===== src/rtl/apb_master_ctrl_if.sv =====
// ---------------------------------------------------------------------------
// apb_master_ctrl_if
//   Bundles the command/response handshake and the APB bus of
//   apb_master_ctrl into one interface.
//
//   Command/response handshake:
//     A command is accepted on a rising edge where cmd_valid && cmd_ready.
//     cmd_ready is high only while the controller is idle. The requester must
//     hold cmd_write/cmd_addr/cmd_wdata stable while cmd_valid is high and
//     not yet accepted. Completion is a single-cycle rsp_valid pulse. There
//     is no rsp_ready, so the response cannot be stalled. rsp_rdata, rsp_err
//     and rsp_timeout hold their values until the next response.
//
//   Signals:
//     cmd_valid, cmd_write, cmd_addr, cmd_wdata[7:0] : command in
//     cmd_ready                                      : command accept
//     rsp_valid, rsp_rdata[7:0], rsp_err, rsp_timeout: response out
//     err_count[7:0]                                 : saturating error count
//     PSELx, PENABLE, PADDR, PWRITE, PWDATA[7:0]     : APB requester outputs
//     PREADY, PSLVERR, PRDATA[7:0]                   : APB completer inputs
//     fsm_state[1:0]                                 : controller state, debug
//
//   Modports:
//     master : the controller side (apb_master_ctrl)
//     slave  : the environment side (command source, APB completer)
// ---------------------------------------------------------------------------
interface apb_master_ctrl_if;
   logic       cmd_valid;
   logic       cmd_ready;
   logic       cmd_write;
   logic       cmd_addr;
   logic [7:0] cmd_wdata;
   logic       rsp_valid;
   logic [7:0] rsp_rdata;
   logic       rsp_err;
   logic       rsp_timeout;
   logic [7:0] err_count;
   logic       PSELx;
   logic       PENABLE;
   logic       PADDR;
   logic       PWRITE;
   logic [7:0] PWDATA;
   logic       PREADY;
   logic       PSLVERR;
   logic [7:0] PRDATA;
   logic [1:0] fsm_state;

   modport master (
      input  cmd_valid, cmd_write, cmd_addr, cmd_wdata,
      input  PREADY, PSLVERR, PRDATA,
      output cmd_ready, rsp_valid, rsp_rdata, rsp_err, rsp_timeout, err_count,
      output PSELx, PENABLE, PADDR, PWRITE, PWDATA, fsm_state
   );

   modport slave (
      output cmd_valid, cmd_write, cmd_addr, cmd_wdata,
      output PREADY, PSLVERR, PRDATA,
      input  cmd_ready, rsp_valid, rsp_rdata, rsp_err, rsp_timeout, err_count,
      input  PSELx, PENABLE, PADDR, PWRITE, PWDATA, fsm_state
   );
endinterface


===== src/rtl/apb_master_ctrl.sv =====
// ---------------------------------------------------------------------------
// apb_master_ctrl
//   Single-outstanding APB requester. Takes one command at a time from a
//   valid/ready command port, runs it as an APB SETUP + ACCESS transfer and
//   returns a one-cycle response pulse with read data and error/timeout
//   status. An ACCESS phase that sees no PREADY for TIMEOUT cycles is
//   aborted and reported as a timeout error. Every response with an error
//   bumps a saturating 8-bit error counter.
//
//   Parameters:
//     TIMEOUT : ACCESS cycles without PREADY before abort (2..255)
//
//   Ports:
//     PCLK   : clock, everything on the rising edge
//     PRESET : synchronous active-high reset
//     bus    : apb_master_ctrl_if.master (command, response, APB, debug state)
//
//   Every output except cmd_ready comes straight from a flop; cmd_ready is a
//   decode of the IDLE state so a command can be taken in the same cycle a
//   response is presented (back-to-back, one transfer per 3 cycles).
// ---------------------------------------------------------------------------
module apb_master_ctrl #(
   parameter int unsigned TIMEOUT = 16
) (
   input  logic              PCLK,
   input  logic              PRESET,
   apb_master_ctrl_if.master bus
);

   typedef enum logic [1:0] {
      ST_IDLE   = 2'd0,
      ST_SETUP  = 2'd1,
      ST_ACCESS = 2'd2
   } state_t;

   // Last wait-counter value before abort: the counter is 0 in the first
   // ACCESS cycle, so TIMEOUT-1 is the TIMEOUT-th ACCESS cycle.
   localparam logic [7:0] WAIT_LAST = 8'(TIMEOUT - 1);

   state_t     state, state_nxt;

   logic       psel_q,    psel_d;
   logic       penable_q, penable_d;
   logic       paddr_q,   paddr_d;
   logic       pwrite_q,  pwrite_d;
   logic [7:0] pwdata_q,  pwdata_d;
   logic       rsp_valid_q,   rsp_valid_d;
   logic [7:0] rsp_rdata_q,   rsp_rdata_d;
   logic       rsp_err_q,     rsp_err_d;
   logic       rsp_timeout_q, rsp_timeout_d;
   logic [7:0] err_count_q,   err_count_d;
   logic [7:0] wait_q,        wait_d;

   logic       accept;
   logic       expired;

   assign accept  = bus.cmd_valid && (state == ST_IDLE);
   assign expired = (wait_q == WAIT_LAST);

   // ------------------------------------------------------------------
   // State and output registers
   // ------------------------------------------------------------------
   always_ff @(posedge PCLK) begin
      if (PRESET) begin
         state         <= ST_IDLE;
         psel_q        <= 1'b0;
         penable_q     <= 1'b0;
         paddr_q       <= 1'b0;
         pwrite_q      <= 1'b0;
         pwdata_q      <= 8'h00;
         rsp_valid_q   <= 1'b0;
         rsp_rdata_q   <= 8'h00;
         rsp_err_q     <= 1'b0;
         rsp_timeout_q <= 1'b0;
         err_count_q   <= 8'h00;
         wait_q        <= 8'h00;
      end else begin
         state         <= state_nxt;
         psel_q        <= psel_d;
         penable_q     <= penable_d;
         paddr_q       <= paddr_d;
         pwrite_q      <= pwrite_d;
         pwdata_q      <= pwdata_d;
         rsp_valid_q   <= rsp_valid_d;
         rsp_rdata_q   <= rsp_rdata_d;
         rsp_err_q     <= rsp_err_d;
         rsp_timeout_q <= rsp_timeout_d;
         err_count_q   <= err_count_d;
         wait_q        <= wait_d;
      end
   end

   // ------------------------------------------------------------------
   // Next-state logic
   // ------------------------------------------------------------------
   always_comb begin
      state_nxt = state;
      case (state)
         ST_IDLE:   if (accept) state_nxt = ST_SETUP;
         ST_SETUP:  state_nxt = ST_ACCESS;
         // PREADY wins over an expiring wait counter.
         ST_ACCESS: if (bus.PREADY || expired) state_nxt = ST_IDLE;
         default:   state_nxt = ST_IDLE;
      endcase
   end

   // ------------------------------------------------------------------
   // Next values of the registered outputs
   // ------------------------------------------------------------------
   always_comb begin
      psel_d        = psel_q;
      penable_d     = penable_q;
      paddr_d       = paddr_q;
      pwrite_d      = pwrite_q;
      pwdata_d      = pwdata_q;
      rsp_valid_d   = 1'b0;
      rsp_rdata_d   = rsp_rdata_q;
      rsp_err_d     = rsp_err_q;
      rsp_timeout_d = rsp_timeout_q;
      err_count_d   = err_count_q;
      wait_d        = wait_q;

      case (state)
         ST_IDLE: begin
            if (accept) begin
               paddr_d   = bus.cmd_addr;
               pwrite_d  = bus.cmd_write;
               pwdata_d  = bus.cmd_wdata;
               psel_d    = 1'b1;
               penable_d = 1'b0;
            end
         end

         ST_SETUP: begin
            penable_d = 1'b1;
            wait_d    = 8'h00;
         end

         ST_ACCESS: begin
            if (bus.PREADY) begin
               // Normal completion: PSLVERR/PRDATA are only looked at here.
               psel_d        = 1'b0;
               penable_d     = 1'b0;
               rsp_valid_d   = 1'b1;
               rsp_err_d     = bus.PSLVERR;
               rsp_timeout_d = 1'b0;
               rsp_rdata_d   = pwrite_q ? 8'h00 : bus.PRDATA;
               if (bus.PSLVERR && (err_count_q != 8'hFF)) begin
                  err_count_d = err_count_q + 8'd1;
               end
            end else if (expired) begin
               psel_d        = 1'b0;
               penable_d     = 1'b0;
               rsp_valid_d   = 1'b1;
               rsp_err_d     = 1'b1;
               rsp_timeout_d = 1'b1;
               rsp_rdata_d   = 8'h00;
               if (err_count_q != 8'hFF) begin
                  err_count_d = err_count_q + 8'd1;
               end
            end else begin
               wait_d = wait_q + 8'd1;
            end
         end

         default: begin
            psel_d    = 1'b0;
            penable_d = 1'b0;
         end
      endcase
   end

   // ------------------------------------------------------------------
   // Output drive
   // ------------------------------------------------------------------
   assign bus.cmd_ready   = (state == ST_IDLE);
   assign bus.PSELx       = psel_q;
   assign bus.PENABLE     = penable_q;
   assign bus.PADDR       = paddr_q;
   assign bus.PWRITE      = pwrite_q;
   assign bus.PWDATA      = pwdata_q;
   assign bus.rsp_valid   = rsp_valid_q;
   assign bus.rsp_rdata   = rsp_rdata_q;
   assign bus.rsp_err     = rsp_err_q;
   assign bus.rsp_timeout = rsp_timeout_q;
   assign bus.err_count   = err_count_q;
   assign bus.fsm_state   = state;

endmodule


===== src/flat_wrapper.sv =====
// flat-port wrapper written by rule: the top's interface ports become plain ports
module apb_master_ctrl_flat 
#(
   parameter int unsigned TIMEOUT = 16
)
  (PCLK, PRESET, bus_cmd_valid, bus_cmd_write, bus_cmd_addr, bus_cmd_wdata, bus_PREADY, bus_PSLVERR, bus_PRDATA, bus_cmd_ready, bus_rsp_valid, bus_rsp_rdata, bus_rsp_err, bus_rsp_timeout, bus_err_count, bus_PSELx, bus_PENABLE, bus_PADDR, bus_PWRITE, bus_PWDATA, bus_fsm_state);
  apb_master_ctrl_if bus_i ();
  input  logic PCLK;
  input  logic PRESET;
  input wire logic [$bits(bus_i.cmd_valid)-1:0] bus_cmd_valid;
  input wire logic [$bits(bus_i.cmd_write)-1:0] bus_cmd_write;
  input wire logic [$bits(bus_i.cmd_addr)-1:0] bus_cmd_addr;
  input wire logic [$bits(bus_i.cmd_wdata)-1:0] bus_cmd_wdata;
  input wire logic [$bits(bus_i.PREADY)-1:0] bus_PREADY;
  input wire logic [$bits(bus_i.PSLVERR)-1:0] bus_PSLVERR;
  input wire logic [$bits(bus_i.PRDATA)-1:0] bus_PRDATA;
  output wire logic [$bits(bus_i.cmd_ready)-1:0] bus_cmd_ready;
  output wire logic [$bits(bus_i.rsp_valid)-1:0] bus_rsp_valid;
  output wire logic [$bits(bus_i.rsp_rdata)-1:0] bus_rsp_rdata;
  output wire logic [$bits(bus_i.rsp_err)-1:0] bus_rsp_err;
  output wire logic [$bits(bus_i.rsp_timeout)-1:0] bus_rsp_timeout;
  output wire logic [$bits(bus_i.err_count)-1:0] bus_err_count;
  output wire logic [$bits(bus_i.PSELx)-1:0] bus_PSELx;
  output wire logic [$bits(bus_i.PENABLE)-1:0] bus_PENABLE;
  output wire logic [$bits(bus_i.PADDR)-1:0] bus_PADDR;
  output wire logic [$bits(bus_i.PWRITE)-1:0] bus_PWRITE;
  output wire logic [$bits(bus_i.PWDATA)-1:0] bus_PWDATA;
  output wire logic [$bits(bus_i.fsm_state)-1:0] bus_fsm_state;
  assign bus_i.cmd_valid = bus_cmd_valid;
  assign bus_i.cmd_write = bus_cmd_write;
  assign bus_i.cmd_addr = bus_cmd_addr;
  assign bus_i.cmd_wdata = bus_cmd_wdata;
  assign bus_i.PREADY = bus_PREADY;
  assign bus_i.PSLVERR = bus_PSLVERR;
  assign bus_i.PRDATA = bus_PRDATA;
  assign bus_cmd_ready = bus_i.cmd_ready;
  assign bus_rsp_valid = bus_i.rsp_valid;
  assign bus_rsp_rdata = bus_i.rsp_rdata;
  assign bus_rsp_err = bus_i.rsp_err;
  assign bus_rsp_timeout = bus_i.rsp_timeout;
  assign bus_err_count = bus_i.err_count;
  assign bus_PSELx = bus_i.PSELx;
  assign bus_PENABLE = bus_i.PENABLE;
  assign bus_PADDR = bus_i.PADDR;
  assign bus_PWRITE = bus_i.PWRITE;
  assign bus_PWDATA = bus_i.PWDATA;
  assign bus_fsm_state = bus_i.fsm_state;
  apb_master_ctrl #(.TIMEOUT(TIMEOUT)) u_core (.PCLK(PCLK), .PRESET(PRESET), .bus(bus_i));
endmodule

===== config.mk =====
export PLATFORM = sky130hd
export DESIGN_NAME = apb_master_ctrl_flat
export DESIGN_NICKNAME = d
export VERILOG_FILES = /design/src/rtl/apb_master_ctrl_if.sv /design/src/rtl/apb_master_ctrl.sv /design/src/flat_wrapper.sv
export SDC_FILE = /design/constraint.sdc
export NUM_CORES = 1
export LEC_CHECK = 0
export CORE_MARGIN = 2
export CORE_UTILIZATION = 46
export DETAILED_ROUTE_END_ITERATION = 16
export PLACE_DENSITY = 0.78
export SYNTH_ARGS = -nofsm -noshare
export SYNTH_HDL_FRONTEND = slang
export SYNTH_SLANG_ARGS = --single-unit

===== constraint.sdc =====
create_clock -name PCLK -period 2.1 [get_ports PCLK]
set_input_delay 0.21 -clock PCLK [delete_from_list [all_inputs] [get_ports PCLK]]
set_output_delay 0.21 -clock PCLK [all_outputs]
set_load 0.05 [all_outputs]

# After elaboration in Yosys (flattened, before gate mapping)
# Index checks and enable logic that the tools add are counted.
word_totals:
  register_bits: 41
  in_bits: 23
  out_inout_bits: 34
  elab_cells: 65
classes:
  add_sub_neg: 2
  eq_ne: 10
  mux: 24
  bitwise_logic: 2
  n_reduce_logical: 15
op_table:
  columns: ["op", "count"]
  rows:
  - ["$mux W8", 9]
  - ["$add A8 B1 Y8 const B", 2]
  - ["$pmux W8 S2", 1]
  - ["$mux W1", 9]
  - ["$eq A8 B4 Y1 const B", 1]
  - ["$ne A8 B8 Y1 const B", 1]
  - ["$reduce_and A2 Y1", 4]
  - ["$ne A2 B1 Y1 const B", 3]
  - ["$pmux W1 S3", 2]
  - ["$pmux W2 S3", 1]
  - ["$reduce_and A3 Y1", 2]
  - ["$reduce_bool A2 Y1", 3]
  - ["$mux W2", 2]
  - ["$ne A2 B2 Y1 const B", 2]
  - ["$reduce_and A4 Y1", 1]
  - ["$ne A3 B2 Y1 const B", 1]
  - ["$eq A2 B1 Y1 const B", 1]
  - ["$eq A2 B2 Y1 const B", 1]
  - ["$logic_and A1 B1 Y1", 2]
  - ["$logic_not A2 Y1", 1]
  - ["$not A1 Y1", 2]
  - ["$reduce_or A2 Y1", 1]
  - ["$logic_or A1 B1 Y1", 1]

# Longest topological paths before layout
# Gate-level depths: netlist of run 1.
logic_depth:
  word_depth: 4
  mapped_depth: 7
  ltp_nobuf: 5

# Worst setup path before layout of run 1
# Ideal clock, no wire load.
synth_timing:
  kind: "register to register"
  from: "register u_core.state[1], in the netlist u_core.bus.fsm_state[1]"
  to: "register u_core.paddr_q, in the netlist u_core.bus.PADDR"
  setup_ns: 0.070
  arrival_ns: 2.133
  required_time_ns: 2.030
  slack_ns: -0.104
  stages_incl_launch_ff: 7
  n_path_buf: 2
  period_less_slack_ns: 2.204
  path_cell_list: "dfxtp_1 > clkbuf_1 > nor2_1 > and2_1 > clkbuf_1 > nand2_1 > a21oi_1"
synth_via:
  elab_chain_len: 3
synth_rtl:
  columns: ["item", "line_no", "rtl"]
  rows:
  - ["start: declaration", "apb_master_ctrl.sv:40", "state_t state, state_nxt;"]
  - ["start signal: assignment", "apb_master_ctrl.sv:78", "state <= state_nxt;"]
  - ["$logic_not A2 Y1 *", null, null]
  - ["named net bus_cmd_ready", "flat_wrapper.sv:17", "output wire logic [$bits(bus_i.cmd_ready)-1:0] bus_cmd_ready;"]
  - ["$logic_and A1 B1 Y1", "apb_master_ctrl.sv:57", "assign accept = bus.cmd_valid && (state == ST_IDLE);"]
  - ["$reduce_and A2 Y1 (no line) *", null, null]
  - ["end signal: assignment", "apb_master_ctrl.sv:81", "paddr_q <= paddr_d;"]
  - ["end: declaration", "apb_master_ctrl.sv:44", "logic paddr_q, paddr_d;"]
# Mark *: on every way through the listed nets, which the timed path passes. The rest lies on a longest branch.
# A chain may end at the register's enable or synchronous reset.

# Final worst setup path of run 1
layout_timing:
  from: "register u_core.state[1], in the netlist u_core.bus.fsm_state[1]"
  to: "output port bus_fsm_state[1]"
layout_rtl:
  columns: ["item", "line_no", "rtl"]
  rows:
  - ["end: declaration", "flat_wrapper.sv:28", "output wire logic [$bits(bus_i.fsm_state)-1:0] bus_fsm_state;"]
# No word-level cell between the ends.

==> results of run 1 <==
==> metal layers <==
metal	routed length, µm	global-route usage (%)	vias to the layer above	share of wire [%]
met5	0	0	-	0
met4	6	5.36	0	0.14
met3	350	8.28	2	8.4
met2	1940	35.1	51	47
met1	1870	26.5	794	45
li1	-	-	885	-
==> flip-flops by register name, indices dropped and copies added (netlist names) <==
register                cells
u_core.bus.PWRITE           1
u_core.bus.rsp_err          1
u_core.bus.err_count        8
u_core.bus.rsp_rdata        8
u_core.bus.rsp_valid        1
u_core.bus.rsp_timeout      1
u_core.bus.PADDR            1
u_core.bus.PENABLE          1
u_core.wait_q               8
u_core.bus.fsm_state        2
u_core.bus.PSELx            1
u_core.bus.PWDATA           8
==> synth_stat cells, types with 2 or more instances <==
| master | instances | area share [%] |
|---|---|---|
| ha_1 | 2 | 1.4 |
| nor3_1 | 4 | 1.1 |
| nand2b_1 | 2 | 0.69 |
| clkbuf_1 | 12 | 2.5 |
| nor2b_1 | 3 | 1.0 |
| nand2_1 | 40 | 8.3 |
| or3_1 | 2 | 0.69 |
| a2111oi_0 | 3 | 1.5 |
| and2_1 | 2 | 0.69 |
| xnor2_1 | 6 | 2.9 |
| a21oi_1 | 28 | 7.8 |
| and3_1 | 2 | 0.69 |
| inv_1 | 5 | 1.0 |
| dfxtp_1 | 41 | 46 |
| nand4b_1 | 2 | 0.97 |
| nor4_1 | 4 | 1.4 |
| a211oi_1 | 2 | 0.83 |
| a31oi_1 | 5 | 1.7 |
| o21ai_0 | 12 | 3.3 |
| nand3_1 | 5 | 1.4 |
| o32ai_1 | 2 | 0.97 |
| a311oi_1 | 3 | 1.5 |
| nor2_1 | 12 | 2.5 |
| a41o_1 | 2 | 1.1 |
==> cell families after synthesis <==
family                   synth area share [%]
multiplexers                            0.625
XOR/XNOR                                 2.92
flip-flops                               45.6
AND/OR/NAND/NOR                          23.3
adder cells (fa/ha/maj)                  1.39
buffers and inverters                    3.82
AO/OA/AOI/OAI                            22.3
==> cell type report <==
class / instances / area, µm² / share of cell area, %
Sequential cell: 41 / 821 / 32.2
Clock inverter: 3 / 46.3 / 1.82
Inverter: 5 / 18.8 / 0.736
Tap cell: 48 / 60.1 / 2.36
Clock buffer: 5 / 68.8 / 2.70
Multi-Input combinational cell: 157 / 913 / 35.8
Timing Repair Buffer: 64 / 621 / 24.3
==> path summary, 6_finish.rpt <==
check	from	endpoint	slack, ns	cells after the start
worst min-delay path	bus_cmd_wdata[0]	u_core.bus.PWDATA[0]	0.46	3
worst min register to register	u_core.bus.PWDATA[6]	u_core.bus.PWDATA[6]	0.46	2
worst max register to register	u_core.wait_q[5]	u_core.bus.err_count[5]	0.28	4
worst max-delay path	u_core.bus.fsm_state[1]	bus_fsm_state[1]	0.09	1
==> tightest hold or removal path, stage by stage <==
cell             delay, ns
clkdlybuf4s50_1       0.39
nand2_1               0.05
a21oi_1               0.05
==> power groups by stage <==
| stage | sequential, mW | combinational (mW) | clock, mW |
|---|---|---|---|
| global placement | 0.836 | 0.271 | 0 |
| global route | 0.822 | 0.294 | 0.690 |
| floorplan | 0.908 | 0.0855 | 0 |
| detailed placement | 0.837 | 0.272 | 0 |
| finish | 0.819 | 0.273 | 0.633 |
| CTS | 0.819 | 0.274 | 0.654 |
==> results.toml, run 1 <==
[run_status]
status = "complete, no violations"

[global_route]
track_usage_pct = 21.5
gr-total-overflow = 0
grt_antenna_before_repair = 0
grt_max_degree = 18
grt_pass1_vias = 1701
grt_first_pass_wirelength_um = 7450

[logic_synthesis]
synthDistinctLibCells = 39
synth_area_mm2 = 0.00180
synth.avg_cell_area_um2 = 8.34
syn_inst = 216
ys_ff_latch = 41
synthFlopType = "dfxtp_1"
synth_warnings = 0
yosysSeqAreaShare_pct = 45.6
synth-edff-count = 0
syn-num-nets = 241
async_flop_share_pct = 0

[run]
drv_cap = 0

[floorplanning]
start_util_pct = 48.5
rows = 22
die_h_um = 66.6
pin_count = 57
design.die.area_mm2 = 0.00443
die_w_um = 66.6
core_mm2 = 0.00372

[cells_and_area]
stdcell_count = 323
fin_util_pct = 68.6
drive_gt1_share_pct = 8.36
design_area_mm2 = 0.00255
most-common-layout-cells = "clkdlybuf4s50_1, dfxtp_1, nand2_1, a21oi_1, o21ai_0"
syn_to_final_growth_pct = 41.6
final_common_cell = "clkdlybuf4s50_1"
antennaDiodeCount = 0
fill_cells = 298
fin_nets = 299

[timing]
clock_skew_ns = 0.00879
layout_setup_ws_ns = 0.0850
whs_ns = 0.456
slew_violations = 0
tightestPinTransition_ns = 0.591
grt_setup_unrepaired = "no"
period_share_pct = 96.0
final-setup-viol-count = 0
relSlewSlack_pct = 60.5
tns_ns = 0
fin_crit_ns = 2.01
hold_viol_final = 0
max_freq_ghz = 0.496

[worst_setup_path]
slowest_stage = "clkdlybuf4s50_1"
crit_fanout = 14
crit_chain = "clkdlybuf4s50_1"
end_kind = "primary output"
critPathBufInv = 1
max_stage_delay_ns = 0.90
required_ns = 1.89
critical_path_class = "register to primary output"
worstSetupStartpointType = "register"
worstPathArrival_ns = 1.80
cp_top_family = "buffers and inverters"

[routing]
vias = 1732
avgRoutedWirePerCell_um = 12.9
drt_iter0_drc = 59
final_antenna_net_count = 0
drt-total-wl_um = 4160
drtPass1Iterations = 4
drc = 0
viasPerCell = 5.36

[placed_design]
place_area_mm2 = 0.00243
hpwl_um = 2970
detailedPlace.worstSlack_ns = 0.257
gp_congestion = 0.802
io_buffers = 56
placedCellCount = 315

[clock_tree]
clk_latency_ns = 0.29
cts_max_path_buffers = 2
cts.reportedPaths.clkPinSlew_ns = 0.09
post_cts_resize_count = 0
htree_levels = 2
root_buffer = "clkbuf_8"
cts_setup_buffers = 0
cts_hold_buffers = 0
cts_buffers = 5
numClockSinks = 41
cts_tree = "done"

[pwr]
power.internal_mw = 1.26
power.share.clock_pct = 36.7
p_sw_share_pct = 26.7
power_frac_comb_pct = 15.8
finalPower_mw = 1.72
switchingPower_mw = 0.461
p_leak_nw = 0.874
peakVddDrop_v = 0.000489
power_frac_seq_pct = 47.5
powerDensity_mw_per_mm2 = 677

[min_path]
min_path_type = "input pin to register"
Note: power is estimated with default switching activity, not from simulation.
==> run 2, diff against run 1 <==
Clock period 2.1 ns to 2.3 ns, I/O delays scaled along.
==> run 2 against run 1 <==
- utilization is 0.44 points lower
- clock-buffer cell count rose by 2
- largest cell class unchanged
- combinational power decreased by 8.8%
- highest routed layer unchanged
- critical path depth up 1
- sequential power is 8.8% lower
- setup slack improved by 0.20 ns
- wire length is 1.3% higher
- clock skew decreased by 0.0062 ns
- global-route usage rose by 0.27 points
- first-iteration DRC count rose to 2.8 times the previous value
- critical endpoint is now bus_cmd_ready
- hold slack got worse by 0.0012 ns
- clock power is 21% lower
==> results.toml, run 2 (synthesis gave the netlist of run 1 again) <==
[floorplanning]
pin_count = 57
die_h_um = 66.6
design.die.area_mm2 = 0.00443
die_w_um = 66.6
core_mm2 = 0.00372
start_util_pct = 48.5
rows = 22

[timing]
tightestPinTransition_ns = 0.609
slew_violations = 0
tns_ns = 0
whs_ns = 0.455
period_share_pct = 87.4
grt_setup_unrepaired = "no"
fin_crit_ns = 2.01
clock_skew_ns = 0.00263
max_freq_ghz = 0.497
final-setup-viol-count = 0
relSlewSlack_pct = 58.4
hold_viol_final = 0

[worst_setup_path]
critPathBufInv = 1
worstSetupStartpointType = "register"
crit_chain = "nor2_1 > clkdlybuf4s50_1"
end_kind = "primary output"
critical_path_class = "register to primary output"
cp_top_family = "buffers and inverters"
max_stage_delay_ns = 0.83
required_ns = 2.07
slowest_stage = "clkdlybuf4s50_1"
crit_fanout = 14
worstPathArrival_ns = 1.78

[clock_tree]
cts.reportedPaths.clkPinSlew_ns = 0.07
root_buffer = "clkbuf_8"
cts_hold_buffers = 0
post_cts_resize_count = 0
numClockSinks = 41
cts_setup_buffers = 0
clk_latency_ns = 0.28
cts_buffers = 5
cts_max_path_buffers = 2
htree_levels = 2
cts_tree = "done"

[routing]
drc = 0
viasPerCell = 5.37
drtPass1Iterations = 4
drt-total-wl_um = 4210
vias = 1735
avgRoutedWirePerCell_um = 13.0
final_antenna_net_count = 0
drt_iter0_drc = 165

[cells_and_area]
drive_gt1_share_pct = 8.00
fill_cells = 317
antennaDiodeCount = 0
most-common-layout-cells = "clkdlybuf4s50_1, dfxtp_1, nand2_1, a21oi_1"
final_common_cell = "clkdlybuf4s50_1"
syn_to_final_growth_pct = 40.7
multi_input_area_um2 = 911
ff_latch_area_um2 = 821
fin_nets = 299

[pwr]
powerDensity_mw_per_mm2 = 592
p_leak_nw = 0.874
peakVddDrop_v = 0.000606
finalPower_mw = 1.50

[global_route]
track_usage_pct = 21.7
grt_first_pass_wirelength_um = 7530
grt_pass1_vias = 1695
grt_antenna_before_repair = 0
gr-total-overflow = 0
grt_max_degree = 18

[placed_design]
gp_congestion = 0.852
hpwl_um = 3030
io_buffers = 56

[run_status]
status = "complete, no violations"

[run]
drv_cap = 0

[min_path]
min_path_type = "register to register"
-- run 2: metrics by stage --
| step | worst slack (ns) | instances | instance area [µm²] | util, % |
|---|---|---|---|---|
| 3_3_place_gp | 0.465 | 315 | 2430 | 65.4 |
| 4_1_cts | 0.278 | 323 | 2530 | 68.1 |
| 5_1_grt | 0.157 | 323 | 2530 | 68.1 |
| 6_report | 0.290 | 323 | 2530 | 68.1 |
| 2_1_floorplan | 0.0964 | 216 | 1800 | - |
| 3_5_place_dp | 0.440 | 315 | 2430 | 65.4 |
-- run 2: area by class of cell --
type                    instances  share of cell area [%]
clock buffers                   7                    3.80
clock inverters                 1                   0.198
inverters                       5                   0.741
multi-input cells             157                    36.0
flip-flops and latches         41                    32.4
well taps                      48                    2.37
repair buffers                 64                    24.5
-- run 2: worst reg2reg max path, delay by kind of cell (launching register included) --
kind / cells / cell delay (ns)
simple gates: 1 / 0.21
fa+ha+maj: 1 / 0.21
flops: 1 / 0.41
compound gates: 3 / 0.86
-- run 2: where the power goes --
part / internal [mW] / switching (mW) / leakage, nW
logic: 0.0988 / 0.150 / 0.487
registers: 0.730 / 0.0170 / 0.333
clock network: 0.271 / 0.232 / 0.0542
-- run 2: metal layers --
| layer | track usage, % | up-vias | part of all wire (%) |
|---|---|---|---|
| met3 | 7.43 | 11 | 7.3 |
| met1 | 26.8 | 781 | 44 |
| met5 | 0 | - | 0 |
| met4 | 8.16 | 0 | 1.4 |
| met2 | 34.9 | 53 | 47 |
| li1 | - | 890 | - |
-- run 2: final timing paths --
path	slack [ns]	startpoint	endpoint	cells past startpoint
max	0.29	u_core.bus.fsm_state[1]	bus_cmd_ready	2
min	0.45	u_core.bus.PWDATA[1]	u_core.bus.PWDATA[1]	2
max reg2reg	0.45	u_core.wait_q[0]	u_core.bus.err_count[4]	5
min reg2reg	0.45	u_core.bus.PWDATA[1]	u_core.bus.PWDATA[1]	2
==> run 3, diff against run 2 <==
Settings changed: CORE_UTILIZATION 46 to 48, CTS_BUF_LIST set to sky130_fd_sc_hd__clkbuf_4 sky130_fd_sc_hd__clkbuf_8, PLACE_DENSITY 0.78 to 0.81.
==> run 3 against run 2 <==
- die area decreased by 3.9%
- highest routed layer unchanged
- utilization grew 1.6 points
- sequential share of layout area about the same
- cell count decreased by 0.31%
- fmax increased by 0.16%
- sequential power barely moved
- setup slack better by 0.0033 ns
- clock-buffer cell count decreased by 2
- first-iteration DRC count fell by 45%
- global-route usage fell by 0.68 points
==> results.toml, run 3 (synthesis gave the netlist of run 1 again) <==
[run_status]
status = "complete, no violations"

[timing]
max_freq_ghz = 0.498
final-setup-viol-count = 0
hold_viol_final = 0
grt_setup_unrepaired = "no"
slew_violations = 0
tns_ns = 0
layout_setup_ws_ns = 0.293
relSlewSlack_pct = 60.6
fin_crit_ns = 2.01
tightestPinTransition_ns = 0.576
period_share_pct = 87.3
clock_skew_ns = 0.00260
whs_ns = 0.456

[worst_setup_path]
worstSetupStartpointType = "register"
max_stage_delay_ns = 0.83
end_kind = "primary output"
r2r_end = "u_core.bus.err_count[4]"
required_ns = 2.07
crit_chain = "nor2_1 > clkdlybuf4s50_1"
worstPathArrival_ns = 1.78
slowest_stage = "clkdlybuf4s50_1"
worstRegToRegCells = 5
reg2reg_from = "u_core.wait_q[0]"
critical_path_class = "register to primary output"
cp_top_family = "buffers and inverters"
critPathBufInv = 1
crit_fanout = 14
r2r_slack_ns = 0.44

[placed_design]
place_area_mm2 = 0.00243
detailedPlace.worstSlack_ns = 0.417
io_buffers = 56
hpwl_um = 3050
gp_congestion = 0.898

[cells_and_area]
fill_cells = 309
fin_util_pct = 69.8
syn_to_final_growth_pct = 40.8
design_area_mm2 = 0.00253
final_common_cell = "clkdlybuf4s50_1"
fin_nets = 299
most-common-layout-cells = "clkdlybuf4s50_1, dfxtp_1, nand2_1, a21oi_1"
multi_input_area_um2 = 911
antennaDiodeCount = 0
drive_gt1_share_pct = 7.66
ff_latch_area_um2 = 821

[floorplanning]
die_w_um = 65.2
design.die.area_mm2 = 0.00426
start_util_pct = 49.6
core_mm2 = 0.00363
pin_count = 57
rows = 22
die_h_um = 65.2

[clock_tree]
numClockSinks = 41
cts_max_path_buffers = 2
root_buffer = "clkbuf_8"
cts_buffers = 5
post_cts_resize_count = 0
cts_hold_buffers = 0
htree_levels = 2
cts.reportedPaths.clkPinSlew_ns = 0.08
cts_tree = "done"
clk_latency_ns = 0.29
cts_setup_buffers = 0

[routing]
drc = 0
drtPass1Iterations = 4
drt-total-wl_um = 4290
vias = 1750
avgRoutedWirePerCell_um = 13.3
final_antenna_net_count = 0
drt_iter0_drc = 91
viasPerCell = 5.43

[global_route]
grt_max_degree = 17
grt_first_pass_wirelength_um = 7040
track_usage_pct = 21.1
grt_pass1_vias = 1635
gr-total-overflow = 0
grt_antenna_before_repair = 0

[min_path]
min_path_type = "register to register"
whs_endpoint = "u_core.bus.PADDR"
min_from = "u_core.bus.PADDR"
hold_depth = 2

[pwr]
p_leak_nw = 0.873
powerDensity_mw_per_mm2 = 612
peakVddDrop_v = 0.000425

[run]
drv_cap = 0
==> run 3: cell count changes in the layout (fill, tap and decap cells not counted), sizes merged <==
cell,before,now
clkbuf,7,5
bufinv,0,1
==> run 3: worst max-delay path by stage <==
stage | from | to | cells past startpoint
4_1_cts | u_core.bus.fsm_state[1] | bus_cmd_ready | 2
2_1_floorplan | u_core.bus.fsm_state[1] | u_core.bus.PADDR | 6
3_5_place_dp | bus_PREADY | u_core.wait_q[7] | 5
6_report | u_core.bus.fsm_state[1] | bus_cmd_ready | 2
5_1_grt | u_core.bus.fsm_state[1] | bus_cmd_ready | 2
3_3_place_gp | bus_PREADY | u_core.wait_q[7] | 5
==> run 3: worst min-delay path: stages (launching register included) <==
cell     delay, ns
dfxtp_1       0.31
nand2_1       0.05
a21oi_1       0.05
==> run 3: cell type report <==
class | instances | share of cell area [%]
clock buffer | 5 | 2.71
clock inverter | 2 | 1.38
inverter | 5 | 0.740
multi-input combinational | 157 | 35.9
sequential | 41 | 32.4
tap | 48 | 2.37
timing repair buffer | 64 | 24.5
==> run 3: where the power goes <==
| group | internal (mW) | leakage, nW | switching [mW] |
|---|---|---|---|
| Clock | 0.315 | 0.0540 | 0.241 |
| Combinational | 0.0987 | 0.487 | 0.148 |
| Sequential | 0.730 | 0.333 | 0.0175 |
| Total | 1.14 | 0.873 | 0.406 |
==> run 3: metal layers <==
metal | global-route usage, % | vias up | wire length, µm
met1 | 25.7 | 802 | 1910
li1 | - | 889 | -
met2 | 35.3 | 54 | 2040
met3 | 6.68 | 5 | 277
met4 | 6.51 | 0 | 48
met5 | 0 | - | 0
==> run 3: per-stage QoR <==
step | total power, mW | instances
finish | 1.55 | 322
global route | 1.62 | 322
CTS | 1.56 | 322
detailed placement | 1.01 | 315
global placement | 1.01 | 315
floorplan | 0.907 | 216
